<file path="src/rtl/draw_scheduler_if.sv">
// Request, copy-engine and VGA signal bundle for draw_scheduler.
// The master side is game logic plus the copy engine; the slave side is the scheduler.
interface draw_scheduler_if;
  logic        screen_req;
  logic [1:0]  screen_sel;
  logic        tile_req;
  logic [3:0]  tile_id;
  logic [4:0]  tile_col;
  logic [3:0]  tile_row;
  logic        tile_ready;
  logic        tile_drop;
  logic        screen_ack;
  logic        done;
  logic        busy;
  logic        copy_go;
  logic [1:0]  copy_memory_select;
  logic [3:0]  copy_tile_select;
  logic [16:0] copy_offset;
  logic [2:0]  copy_colour;
  logic        copy_write_en;
  logic        copy_finished;
  logic [8:0]  vga_x;
  logic [7:0]  vga_y;
  logic [2:0]  vga_colour;
  logic        vga_plot;

  modport master (
    output screen_req, screen_sel, tile_req, tile_id, tile_col, tile_row,
    output copy_offset, copy_colour, copy_write_en, copy_finished,
    input  tile_ready, tile_drop, screen_ack, done, busy,
    input  copy_go, copy_memory_select, copy_tile_select,
    input  vga_x, vga_y, vga_colour, vga_plot
  );

  modport slave (
    input  screen_req, screen_sel, tile_req, tile_id, tile_col, tile_row,
    input  copy_offset, copy_colour, copy_write_en, copy_finished,
    output tile_ready, tile_drop, screen_ack, done, busy,
    output copy_go, copy_memory_select, copy_tile_select,
    output vga_x, vga_y, vga_colour, vga_plot
  );
endinterface

</file>
<file path="src/rtl/draw_scheduler.sv">
// Schedules full-screen and tile copy jobs onto the copy engine and maps its offsets to VGA x/y.
// Optional: define DRAW_SCHED_FLUSH_EN to empty the tile queue whenever a screen job is issued.
module draw_scheduler #(
  parameter int unsigned FIFO_DEPTH = 8,
  parameter int unsigned TILE       = 16,
  parameter int unsigned GRID_COLS  = 20,
  parameter int unsigned GRID_ROWS  = 15
) (
  input logic             clk,
  input logic             reset_n,
  draw_scheduler_if.slave bus
);

  localparam int unsigned AW         = (FIFO_DEPTH > 1) ? $clog2(FIFO_DEPTH) : 1;
  localparam logic [AW:0] FULL_COUNT = FIFO_DEPTH[AW:0];
`ifdef DRAW_SCHED_FLUSH_EN
  localparam logic FLUSH_EN = 1'b1;
`else
  localparam logic FLUSH_EN = 1'b0;
`endif

  typedef enum logic [1:0] {StIdle, StGo, StRun, StDone} state_e;

  typedef struct packed {
    logic [3:0] id;
    logic [4:0] col;
    logic [3:0] row;
  } tile_t;

  state_e state_q, state_d;

  tile_t            fifo_q [FIFO_DEPTH];
  logic [AW-1:0]    rd_q, rd_d, wr_q, wr_d, wr_base;
  logic [AW:0]      count_q, count_d;
  logic             push_ok, pop, flush, in_range, full;
  logic             tile_drop_q;
  tile_t            head;

  logic             pend_valid_q, pend_valid_d;
  logic [1:0]       pend_sel_q, pend_sel_d;

  logic             job_screen_q, job_screen_d;
  logic [1:0]       job_mem_sel_q, job_mem_sel_d;
  logic [3:0]       job_tile_q, job_tile_d;
  logic [4:0]       job_col_q, job_col_d;
  logic [3:0]       job_row_q, job_row_d;

  logic [8:0]       tile_x_base;
  logic [7:0]       tile_y_base;

  // Fullness uses the registered count, so a push while full loses even against a same-cycle pop.
  assign full     = (count_q == FULL_COUNT);
  assign in_range = (32'(bus.tile_col) < GRID_COLS) && (32'(bus.tile_row) < GRID_ROWS);
  assign push_ok  = bus.tile_req && !full && in_range;
  assign head     = fifo_q[rd_q];

  always_comb begin
    state_d       = state_q;
    pend_valid_d  = pend_valid_q;
    pend_sel_d    = pend_sel_q;
    job_screen_d  = job_screen_q;
    job_mem_sel_d = job_mem_sel_q;
    job_tile_d    = job_tile_q;
    job_col_d     = job_col_q;
    job_row_d     = job_row_q;
    pop           = 1'b0;
    flush         = 1'b0;

    unique case (state_q)
      StIdle: begin
        if (pend_valid_q) begin
          job_screen_d  = 1'b1;
          job_mem_sel_d = pend_sel_q;
          job_tile_d    = 4'd0;
          job_col_d     = 5'd0;
          job_row_d     = 4'd0;
          pend_valid_d  = 1'b0;
          flush         = FLUSH_EN;
          state_d       = StGo;
        end else if (count_q != '0) begin
          job_screen_d  = 1'b0;
          job_mem_sel_d = 2'b11;
          job_tile_d    = head.id;
          job_col_d     = head.col;
          job_row_d     = head.row;
          pop           = 1'b1;
          state_d       = StGo;
        end
      end
      StGo:   state_d = StRun;
      StRun:  if (bus.copy_finished) state_d = StDone;
      StDone: state_d = StIdle;
      default: state_d = StIdle;
    endcase

    // A fresh request overrides the clear above so it is never lost.
    if (bus.screen_req && (bus.screen_sel != 2'b11)) begin
      pend_valid_d = 1'b1;
      pend_sel_d   = bus.screen_sel;
    end

    rd_d    = flush ? '0 : rd_q;
    wr_base = flush ? '0 : wr_q;
    count_d = flush ? '0 : count_q;
    if (pop) begin
      rd_d    = rd_q + AW'(1);
      count_d = count_d - (AW + 1)'(1);
    end
    wr_d = wr_base;
    if (push_ok) begin
      wr_d    = wr_base + AW'(1);
      count_d = count_d + (AW + 1)'(1);
    end
  end

  always_ff @(posedge clk) begin
    if (!reset_n) begin
      state_q       <= StIdle;
      rd_q          <= '0;
      wr_q          <= '0;
      count_q       <= '0;
      tile_drop_q   <= 1'b0;
      pend_valid_q  <= 1'b0;
      pend_sel_q    <= 2'b00;
      job_screen_q  <= 1'b0;
      job_mem_sel_q <= 2'b00;
      job_tile_q    <= 4'd0;
      job_col_q     <= 5'd0;
      job_row_q     <= 4'd0;
    end else begin
      state_q       <= state_d;
      rd_q          <= rd_d;
      wr_q          <= wr_d;
      count_q       <= count_d;
      tile_drop_q   <= bus.tile_req && !push_ok;
      pend_valid_q  <= pend_valid_d;
      pend_sel_q    <= pend_sel_d;
      job_screen_q  <= job_screen_d;
      job_mem_sel_q <= job_mem_sel_d;
      job_tile_q    <= job_tile_d;
      job_col_q     <= job_col_d;
      job_row_q     <= job_row_d;
    end
  end

  always_ff @(posedge clk) begin
    if (push_ok) begin
      fifo_q[wr_base] <= '{id: bus.tile_id, col: bus.tile_col, row: bus.tile_row};
    end
  end

  assign tile_x_base = 9'(job_col_q) * TILE[8:0];
  assign tile_y_base = 8'(job_row_q) * TILE[7:0];

  assign bus.tile_ready         = !full;
  assign bus.tile_drop          = tile_drop_q;
  assign bus.copy_go            = (state_q == StGo);
  assign bus.screen_ack         = (state_q == StGo) && job_screen_q;
  assign bus.done               = (state_q == StDone);
  assign bus.busy               = (state_q != StIdle);
  assign bus.copy_memory_select = job_mem_sel_q;
  assign bus.copy_tile_select   = job_tile_q;
  assign bus.vga_colour         = bus.copy_colour;
  assign bus.vga_plot           = bus.copy_write_en && (state_q == StRun);
  assign bus.vga_x = job_screen_q ? bus.copy_offset[8:0]
                                  : tile_x_base + {5'd0, bus.copy_offset[3:0]};
  assign bus.vga_y = job_screen_q ? bus.copy_offset[16:9]
                                  : tile_y_base + {4'd0, bus.copy_offset[7:4]};

endmodule

</file>
<file path="src/flat_wrapper.sv">
// flat-port wrapper written by rule: the top's interface ports become plain ports
module draw_scheduler_flat 
#(
  parameter int unsigned FIFO_DEPTH = 8,
  parameter int unsigned TILE       = 16,
  parameter int unsigned GRID_COLS  = 20,
  parameter int unsigned GRID_ROWS  = 15
)
  (clk, reset_n, bus_screen_req, bus_screen_sel, bus_tile_req, bus_tile_id, bus_tile_col, bus_tile_row, bus_copy_offset, bus_copy_colour, bus_copy_write_en, bus_copy_finished, bus_tile_ready, bus_tile_drop, bus_screen_ack, bus_done, bus_busy, bus_copy_go, bus_copy_memory_select, bus_copy_tile_select, bus_vga_x, bus_vga_y, bus_vga_colour, bus_vga_plot);
  draw_scheduler_if bus_i ();
  input logic clk;
  input logic reset_n;
  input wire logic [$bits(bus_i.screen_req)-1:0] bus_screen_req;
  input wire logic [$bits(bus_i.screen_sel)-1:0] bus_screen_sel;
  input wire logic [$bits(bus_i.tile_req)-1:0] bus_tile_req;
  input wire logic [$bits(bus_i.tile_id)-1:0] bus_tile_id;
  input wire logic [$bits(bus_i.tile_col)-1:0] bus_tile_col;
  input wire logic [$bits(bus_i.tile_row)-1:0] bus_tile_row;
  input wire logic [$bits(bus_i.copy_offset)-1:0] bus_copy_offset;
  input wire logic [$bits(bus_i.copy_colour)-1:0] bus_copy_colour;
  input wire logic [$bits(bus_i.copy_write_en)-1:0] bus_copy_write_en;
  input wire logic [$bits(bus_i.copy_finished)-1:0] bus_copy_finished;
  output wire logic [$bits(bus_i.tile_ready)-1:0] bus_tile_ready;
  output wire logic [$bits(bus_i.tile_drop)-1:0] bus_tile_drop;
  output wire logic [$bits(bus_i.screen_ack)-1:0] bus_screen_ack;
  output wire logic [$bits(bus_i.done)-1:0] bus_done;
  output wire logic [$bits(bus_i.busy)-1:0] bus_busy;
  output wire logic [$bits(bus_i.copy_go)-1:0] bus_copy_go;
  output wire logic [$bits(bus_i.copy_memory_select)-1:0] bus_copy_memory_select;
  output wire logic [$bits(bus_i.copy_tile_select)-1:0] bus_copy_tile_select;
  output wire logic [$bits(bus_i.vga_x)-1:0] bus_vga_x;
  output wire logic [$bits(bus_i.vga_y)-1:0] bus_vga_y;
  output wire logic [$bits(bus_i.vga_colour)-1:0] bus_vga_colour;
  output wire logic [$bits(bus_i.vga_plot)-1:0] bus_vga_plot;
  assign bus_i.screen_req = bus_screen_req;
  assign bus_i.screen_sel = bus_screen_sel;
  assign bus_i.tile_req = bus_tile_req;
  assign bus_i.tile_id = bus_tile_id;
  assign bus_i.tile_col = bus_tile_col;
  assign bus_i.tile_row = bus_tile_row;
  assign bus_i.copy_offset = bus_copy_offset;
  assign bus_i.copy_colour = bus_copy_colour;
  assign bus_i.copy_write_en = bus_copy_write_en;
  assign bus_i.copy_finished = bus_copy_finished;
  assign bus_tile_ready = bus_i.tile_ready;
  assign bus_tile_drop = bus_i.tile_drop;
  assign bus_screen_ack = bus_i.screen_ack;
  assign bus_done = bus_i.done;
  assign bus_busy = bus_i.busy;
  assign bus_copy_go = bus_i.copy_go;
  assign bus_copy_memory_select = bus_i.copy_memory_select;
  assign bus_copy_tile_select = bus_i.copy_tile_select;
  assign bus_vga_x = bus_i.vga_x;
  assign bus_vga_y = bus_i.vga_y;
  assign bus_vga_colour = bus_i.vga_colour;
  assign bus_vga_plot = bus_i.vga_plot;
  draw_scheduler #(.FIFO_DEPTH(FIFO_DEPTH), .TILE(TILE), .GRID_COLS(GRID_COLS), .GRID_ROWS(GRID_ROWS)) u_core (.clk(clk), .reset_n(reset_n), .bus(bus_i));
endmodule
</file>
<file path="config.mk">
export PLATFORM = sky130hd
export DESIGN_NAME = draw_scheduler_flat
export DESIGN_NICKNAME = d
export VERILOG_FILES = /design/src/rtl/draw_scheduler_if.sv /design/src/rtl/draw_scheduler.sv /design/src/flat_wrapper.sv
export SDC_FILE = /design/constraint.sdc
export NUM_CORES = 1
export LEC_CHECK = 0
export CORE_ASPECT_RATIO = 0.7
export CORE_UTILIZATION = 25
export CTS_CLUSTER_DIAMETER = 150
export CTS_CLUSTER_SIZE = 28
export DETAILED_ROUTE_END_ITERATION = 7
export MAX_ROUTING_LAYER = met4
export PLACE_DENSITY_LB_ADDON = 0.05
export SLEW_MARGIN = 10
export SYNTH_ARGS = -nofsm -noshare
export SYNTH_HDL_FRONTEND = slang
export SYNTH_SLANG_ARGS = --single-unit
</file>
<file path="constraint.sdc">
create_clock -name clk -period 3.2 [get_ports clk]
set_input_delay 0.64 -clock clk [delete_from_list [all_inputs] [get_ports clk]]
set_output_delay 0.64 -clock clk [all_outputs]
set_load 0.02 [all_outputs]
</file>
* After elaboration in Yosys (flattened, before gate mapping)
Memory sizes are Yosys's and may differ from the RTL's. A register that Yosys moved wholly into a read port is not among the register bits.
Index checks and enable logic that the tools add are counted.
** Cells by class
- Magnitude comparators :: 2
- Mux-type cells :: 29
- Reduce and logical (&&, ||, !) cells :: 16
- Equal/unequal tests :: 7
- Add/subtract/negate cells :: 6
** Operator list (count)
- $mux 4 :: 6
- $mux 3 :: 4
- $mux 2 :: 5
- $mux 5 :: 2
- $add 9x4->9 :: 1
- $mux 1 :: 9
- $mux 9 :: 1
- $add 8x4->8 :: 1
- $mux 8 :: 1
- $pmux 2 s4 :: 1
- $logic_and 1x1->1 :: 7
- $add 3x1->3 const B :: 2
- $reduce_bool 2->1 :: 3
- $lt 5x5->1 const B :: 1
- $add 4x1->4 const B :: 1
- $eq 2x2->1 const B :: 2
- $eq 4x4->1 const B :: 1
- $lt 4x4->1 const B :: 1
- $ne 2x2->1 const B :: 2
- $reduce_and 2->1 :: 2
- $reduce_bool 4->1 :: 1
- $sub 4x1->4 const B :: 1
- $ne 3x1->1 const B :: 1
- $eq 2x1->1 const B :: 1
- 2 further kinds :: 3
** Word-level totals
- Register bits :: 32
- Logic and storage cells :: 73
- Memories :: 1
- RAM bits :: 104
** Memory list
- u_core.fifo_q :: words 8, width 13, read ports 1, clocked after Yosys merged registers in 1, write ports 1, line draw_scheduler.sv:32 : tile_t fifo_q [FIFO_DEPTH];

* Logic depth before layout (Yosys ltp)
Gate-level depths: netlist (run 1).
- Depth after elaboration :: 7
- Depth in mapped cells :: 9
- Depth with buffers taken out :: 7

* Least setup slack after synthesis (run 1)
No wires, ideal clock.
- Kind :: reg2reg
- Start :: register u_core.count_q[0]
- End :: memory u_core.fifo_q[0][0] in the netlist's numbering, enable pin
- Buffers on the path :: 2
- Slack :: 312 ps
- Data required time :: 2800 ps
- Period minus slack after synthesis :: 2888 ps
- Arrival time :: 2489 ps
- Cell stages (with the launch flop) :: 9
- Cell sequence :: dfxtp_1 -> clkbuf_1 -> inv_1 -> ha_1 -> nand3b_1 -> and4_1 -> buf_6 -> nand2b_1 -> nor3_1
** On the way
- Word-level cells in the longest chain between the ends :: 6
** RTL lines
- start, declared :: line draw_scheduler.sv:34 : logic [AW:0] count_q, count_d;
- start signal, assigned :: line draw_scheduler.sv:134 : count_q <= count_d;
- $eq 4x4->1 :: line draw_scheduler.sv:52 : assign full = (count_q == FULL_COUNT);
- $logic_not 1->1
- named net bus_tile_ready :: line flat_wrapper.sv:23 : output wire logic [$bits(bus_i.tile_ready)-1:0] bus_tile_ready;
- $logic_and 1x1->1 (2 in series) :: line draw_scheduler.sv:54 : assign push_ok = bus.tile_req && !full && in_range;
- $mux 1 :: line draw_scheduler.sv:147 : if (push_ok) begin
- $mux 1 (implied by the code) :: line draw_scheduler.sv:148 : fifo_q[wr_base] <= '{id: bus.tile_id, col: bus.tile_col, row: bus.tile_row};
- end, declared :: line draw_scheduler.sv:32
The timed path passes the listed nets, and every way through them passes these cells.

* Worst setup path after layout (run 1)
- Start :: register u_core.count_q[0]
- End :: output bus_tile_ready
** On the way
- Word-level cells in the longest chain between the ends :: 2
** RTL lines
- $eq 4x4->1 :: line draw_scheduler.sv:52
- $logic_not 1->1 :: line draw_scheduler.sv:155 : assign bus.tile_ready = !full;
- end, declared :: line flat_wrapper.sv:23
Every way passes these cells.

==> qor.yml, run 1 <==
outcome: "finished clean"
rr_worst_depth: 6
grt_pass1_vias: 3219
drive_above_1_share_pct: 22.5
yosysMostFrequentCell: "edfxtp_1"
maxCapViolCount: 0
synth_top_area_cell: "edfxtp_1"
fin_area_mm2: 0.00722
crit_arrival_ns: 2.11
grt_overflow: 0
slowest_delay_ns: 0.64
die_area_mm2: 0.0232
path_cells: "inv_1 > ha_1 > nand3b_1 > clkdlybuf4s50_1"
antennaDiodeCount: 0
fmax_ghz: 0.363
synth_top_area_share_pct: 55.4
leakage_nw: 2.39
r2r_start: "u_core.count_q[0]$_SDFF_PN0_"
synth_ff_type: "edfxtp_1"
final_antenna_net_count: 0
min_to: "u_core.job_col_q[2]$_SDFFE_PN0P_"
yosysWarnings: 0
cts-root-buf: "clkbuf_16"
core_mm2: 0.0219
vias_per_cell: 4.28
netlist_area_mm2: 0.00564
hp-class: "reg -> reg"
antenna_found_initial: 0
io-pin-count: 74
synth_common_cells: "104 x edfxtp_1, 35 x dfxtp_1, 26 x mux4_2, 26 x nand2_1, 24 x nor2_1"
cp.required_ns: 2.56
ctsResizeCount: 0
firstDrtPassIters: 4
clockBufferDepth: 2
synth_edf_count: 104
hold_viol: 0
initial_utilization_pct: 25.8
min_period_over_period_pct: 86.0
gp_congestion: 0.718
crit_type: "reg -> out"
cts_tree: "done"
worst_pin_slew_ns: 1.04
cp-end-kind: "output port"
vias: 3090
yosys-top-cells-area: "edfxtp_1 55%, dfxtp_1 12%, mux4_2 10%"
clock_latency_ns: 0.42
critPathBufInv: 2
synthCells: 350
remaining_drc_errors: 0
ctsHtreeMaxLevel: 4
period_needed_ns: 2.75
cts.sinks: 139
ys_types: 44
setup_viol: 0
drt_wl_total_um: 13300
synthArstFlopShare_pct: 0
skew_ns: 0.0110
cts.clk_slew.worst_paths_ns: 0.06
grt_max_degree: 27
synth_seq_cells: 139
slowest_stage: "clkdlybuf4s50_1"
avgSynthCellArea_um2: 16.1
cp_top_family: "buffers and inverters"
syn-num-nets: 398
ctsHoldBuffers: 0
rsz0062_at_grt: "no"
crit_path_start_kind: "register"
synthToLayoutAreaGrowth_pct: 28.0
finalSetupTns_ns: 0
grt_pass1_wl_um: 20300
dp_hpwl_um: 9190
powerDensity_mw_per_mm2: 794
dpl_cell_area_mm2: 0.00661
port_buffers: 59
peakVddDrop_mv: 0.376
std_cell_rows: 45
yosysSeqAreaShare_pct: 67.8
die_w_um: 182
grt_usage_pct: 12.8
die_h_um: 128
dr.first_iter.drc_count: 162
slew_viol_final: 0
num-fill-cells: 2124
avgRoutedWirePerCell_um: 18.4
whs_path_depth: 2
critPathMaxFanout: 7
nets: 475
reg2reg_setup_slack_ns: 0.97
post_cts_buffers: 0
timing.slew.headroom_pct: 30.6
r2r-end: "u_core.job_row_q[3]$_SDFFE_PN0P_"
cts_buffers: 17
worst_hold_startpoint: "u_core.job_col_q[2]$_SDFFE_PN0P_"
cell type report:
cell class,instances,area [um2],area share [%]
Clock buffer,19,443,6.14
Timing Repair Buffer,81,756,10.5
Sequential cell,139,3820,53.0
Multi-Input combinational cell,181,1650,22.9
Tap cell,282,353,4.89
Inverter,7,26.3,0.364
Clock inverter,13,165,2.29
flip-flops by register name (all words and copies together) (netlist names), named ones only:
register / count
u_core.bus.copy_memory_select: 2
u_core.bus.copy_tile_select: 4
u_core.bus.tile_drop: 1
u_core.count_q: 4
u_core.fifo_q: 104
u_core.job_col_q: 5
u_core.job_row_q: 4
u_core.job_screen_q: 1
u_core.pend_sel_q: 2
u_core.pend_valid_q: 1
u_core.rd_q: 3
u_core.state_q: 2
u_core.wr_q: 3
how the worst max path moves through the flow:
stage	endpoint	from	slack [ns]	cells after the start
5_1_grt	bus_tile_ready	u_core.count_q[0]$_SDFF_PN0_	0.34	4
2_1_floorplan	u_core.fifo_q[0][0]$_DFFE_PP_	u_core.count_q[0]$_SDFF_PN0_	0.31	8
3_3_place_gp	u_core.fifo_q[6][4]$_DFFE_PP_	bus_tile_col[3]	0.43	6
4_1_cts	bus_vga_y[2]	u_core.job_screen_q$_SDFFE_PN0P_	0.43	3
6_report	bus_tile_ready	u_core.count_q[0]$_SDFF_PN0_	0.45	4
3_5_place_dp	u_core.fifo_q[0][6]$_DFFE_PP_	bus_tile_col[3]	0.46	6
kinds of logic after synthesis:
logic type	share of synthesized area, %
AND/OR/NAND/NOR	7.01
XOR/XNOR	1.09
adder cells (fa/ha/maj)	1.55
AO/OA/AOI/OAI	3.77
multiplexers	15.7
flip-flops	67.8
buffers and inverters	3.13
power by group:
part	internal [mW]	switching [mW]	total (mW)
clock	1.25	0.767	2.02
combinational	0.702	0.778	1.48
sequential	2.11	0.123	2.23
metal layers:
metal | track usage, % | up-vias | part of all wire [%] | wire, um
met1 | 17.2 | 1540 | 50 | 6680
met2 | 18.9 | 63 | 45 | 5960
met3 | 3.44 | 16 | 3.8 | 509
met4 | 4.24 | 0 | 1.2 | 161
met5 | - | - | 0 | 0
li1 | - | 1471 | - | -
metrics by stage:
| step | utilization [%] | hold slack [ns] | power, mW | std cells | setup WS [ns] |
|---|---|---|---|---|---|
| after floorplan | - | 0.418 | 3.24 | 350 | 0.312 |
| after global placement | 30.2 | 0.437 | 3.78 | 690 | 0.431 |
| after detailed placement | 30.2 | 0.441 | 3.78 | 690 | 0.465 |
| after CTS | 33.0 | 0.450 | 5.82 | 722 | 0.426 |
| after global routing | 33.0 | 0.469 | 6.02 | 722 | 0.342 |
| final | 33.0 | 0.445 | 5.73 | 722 | 0.449 |
worst min-delay path, delay by kind of cell, from the launching register on:
family           cells  cell delay, ns
AO/OA/AOI/OAI        1            0.05
flip-flops           1            0.31
AND/OR/NAND/NOR      1            0.05
cell usage in the layout, fill, tap and decap left out, types with 2 or more instances in the layout:
| master | instances |
|---|---|
| mux2_1 | 6 |
| mux2_2 | 8 |
| nor2_1 | 24 |
| a21oi_1 | 6 |
| o21ai_0 | 8 |
| and3_1 | 2 |
| clkbuf_16 | 17 |
| clkinv_4 | 3 |
| buf_4 | 22 |
| nor2b_1 | 4 |
| ha_1 | 7 |
| o21ai_1 | 10 |
| xor2_1 | 2 |
| mux4_2 | 26 |
| and2_1 | 2 |
| dfxtp_1 | 34 |
| edfxtp_1 | 104 |
| nor3_2 | 2 |
| clkdlybuf4s50_1 | 59 |
| nand2_1 | 26 |
| nand4_1 | 3 |
| clkinv_2 | 3 |
| mux2i_1 | 14 |
| nor4_1 | 2 |
| inv_6 | 3 |
| inv_1 | 6 |
| bufinv_16 | 3 |
| xnor2_1 | 5 |
| nand3b_1 | 4 |
| nand2b_1 | 5 |
Note: power is estimated with default switching activity, not from simulation.
==> run 2: changes to the inputs <==
Settings changed: CORE_UTILIZATION 25 to 45.
==> qor.yml, run 2 (same netlist as run 1, synthesis figures left out) <==
outcome: "finished clean"
critPathBufInv: 2
ctsHtreeMaxLevel: 4
synthToLayoutAreaGrowth_pct: 23.9
vias: 3154
num-fill-cells: 934
clock_latency_ns: 0.41
peakVddDrop_mv: 0.427
top_regs: "u_core.fifo_q x104, u_core.job_col_q x5"
remaining_drc_errors: 0
layout_common_cells: "104 x edfxtp_1, 59 x clkdlybuf4s50_1, 34 x dfxtp_1"
die_h_um: 95.7
cp.required_ns: 2.56
timing.slew.headroom_pct: 36.4
dpl_cell_area_mm2: 0.00642
rsz0062_at_grt: "no"
final_antenna_net_count: 0
core_mm2: 0.0120
drt_wl_total_um: 11000
vias_per_cell: 5.32
drive_above_1_share_pct: 21.1
setup_viol: 0
worst_slack_ns: 0.413
cts_tree: "done"
cp-end-kind: "output port"
crit_type: "reg -> out"
initial_utilization_pct: 47.1
grt_usage_pct: 19.5
switchingPower_mw: 1.55
fin_hold_ws_ns: 0.446
die_area_mm2: 0.0130
powerDensity_mw_per_mm2: 787
ctsHoldBuffers: 0
pre_cts_slack_ns: 0.370
port_buffers: 59
fin_area_mm2: 0.00699
avgRoutedWirePerCell_um: 18.5
clockPowerShare_pct: 33.3
intPower_mw: 3.95
slowest_stage: "dfxtp_1"
path_cells: "buf_4 > mux2_2 > clkdlybuf4s50_1"
antenna_found_initial: 0
gp_congestion: 0.745
die_w_um: 136
leakage_nw: 2.36
grt_overflow: 0
cts.sinks: 139
clockBufferDepth: 2
hold_viol: 0
combPwrFrac_pct: 25.6
std_cell_rows: 33
seqPwrFrac_pct: 41.1
grt_pass1_vias: 3037
fmax_ghz: 0.359
cts_buffers: 17
cts-root-buf: "clkbuf_16"
maxCapViolCount: 0
slowest_delay_ns: 0.59
critPathMaxFanout: 10
p_sw_share_pct: 28.2
cp_top_family: "buffers and inverters"
dp_hpwl_um: 7320
firstDrtPassIters: 4
ctsResizeCount: 0
crit_arrival_ns: 2.15
cts.clk_slew.worst_paths_ns: 0.06
skew_ns: 0.0110
slew_viol_final: 0
post_cts_buffers: 0
io-pin-count: 74
grt_max_degree: 27
crit_path_start_kind: "register"
layout_commonest_cell: "edfxtp_1"
worst_pin_slew_ns: 0.953
period_needed_ns: 2.79
hp-class: "reg -> reg"
largest_register: "u_core.fifo_q"
nets: 471
min_period_over_period_pct: 87.1
dr.first_iter.drc_count: 262
grt_pass1_wl_um: 17100
finalSetupTns_ns: 0
antennaDiodeCount: 0
largest_reg_flops: 104
==> run 2: final timing paths <==
| kind | end | slack, ns | start | cells past startpoint |
|---|---|---|---|---|
| setup reg to reg | u_core.fifo_q[4][3]$_DFFE_PP_ | 0.88 | u_core.count_q[0]$_SDFF_PN0_ | 7 |
| hold reg to reg | u_core.job_col_q[3]$_SDFFE_PN0P_ | 0.45 | u_core.job_col_q[3]$_SDFFE_PN0P_ | 2 |
| setup / recovery | bus_vga_x[7] | 0.41 | u_core.job_screen_q$_SDFFE_PN0P_ | 3 |
| hold / removal | u_core.job_col_q[3]$_SDFFE_PN0P_ | 0.45 | u_core.job_col_q[3]$_SDFFE_PN0P_ | 2 |
==> run 2: power groups by stage <==
stage	registers, mW	logic (mW)	clock network (mW)
global placement	2.30	1.41	0
global route	2.29	1.54	1.94
finish	2.26	1.41	1.83
CTS	2.27	1.43	1.86
detailed placement	2.31	1.42	0
floorplan	2.25	0.985	0
==> run 2: metrics by stage <==
| stage | util [%] | power (mW) | std cells |
|---|---|---|---|
| 4_1_cts | 58.3 | 5.56 | 593 |
| 2_1_floorplan | - | 3.24 | 350 |
| 3_5_place_dp | 53.6 | 3.73 | 561 |
| 5_1_grt | 58.3 | 5.77 | 593 |
| 3_3_place_gp | 53.6 | 3.71 | 561 |
| 6_report | 58.3 | 5.50 | 593 |
==> run 2: tightest hold or removal path, stage by stage (launching register included) <==
cell     delay, ns
dfxtp_1       0.31
nand2_1       0.05
o21ai_1       0.05
==> run 2: layout make-up <==
| type | instances | area (um2) | area share [%] |
|---|---|---|---|
| multi-input combinational | 181 | 1650 | 23.6 |
| sequential | 139 | 3820 | 54.7 |
| clock inverter | 6 | 31.3 | 0.448 |
| tap | 157 | 196 | 2.81 |
| clock buffer | 26 | 532 | 7.61 |
| timing repair buffer | 77 | 726 | 10.4 |
| inverter | 7 | 26.3 | 0.376 |
==> run 2: layer usage <==
| layer | up-vias | wire (um) | track usage, % |
|---|---|---|---|
| li1 | 1473 | - | - |
| met1 | 1556 | 5090 | 27.2 |
| met2 | 106 | 4950 | 27.3 |
| met3 | 19 | 784 | 4.63 |
| met4 | 0 | 141 | 8.24 |
| met5 | - | 0 | - |
==> run 3: changes to the inputs <==
Settings changed: SLEW_MARGIN 10 to default.
==> results of run 3 <==
No change in the layout: final DEF, timing and power equal those of run 2.
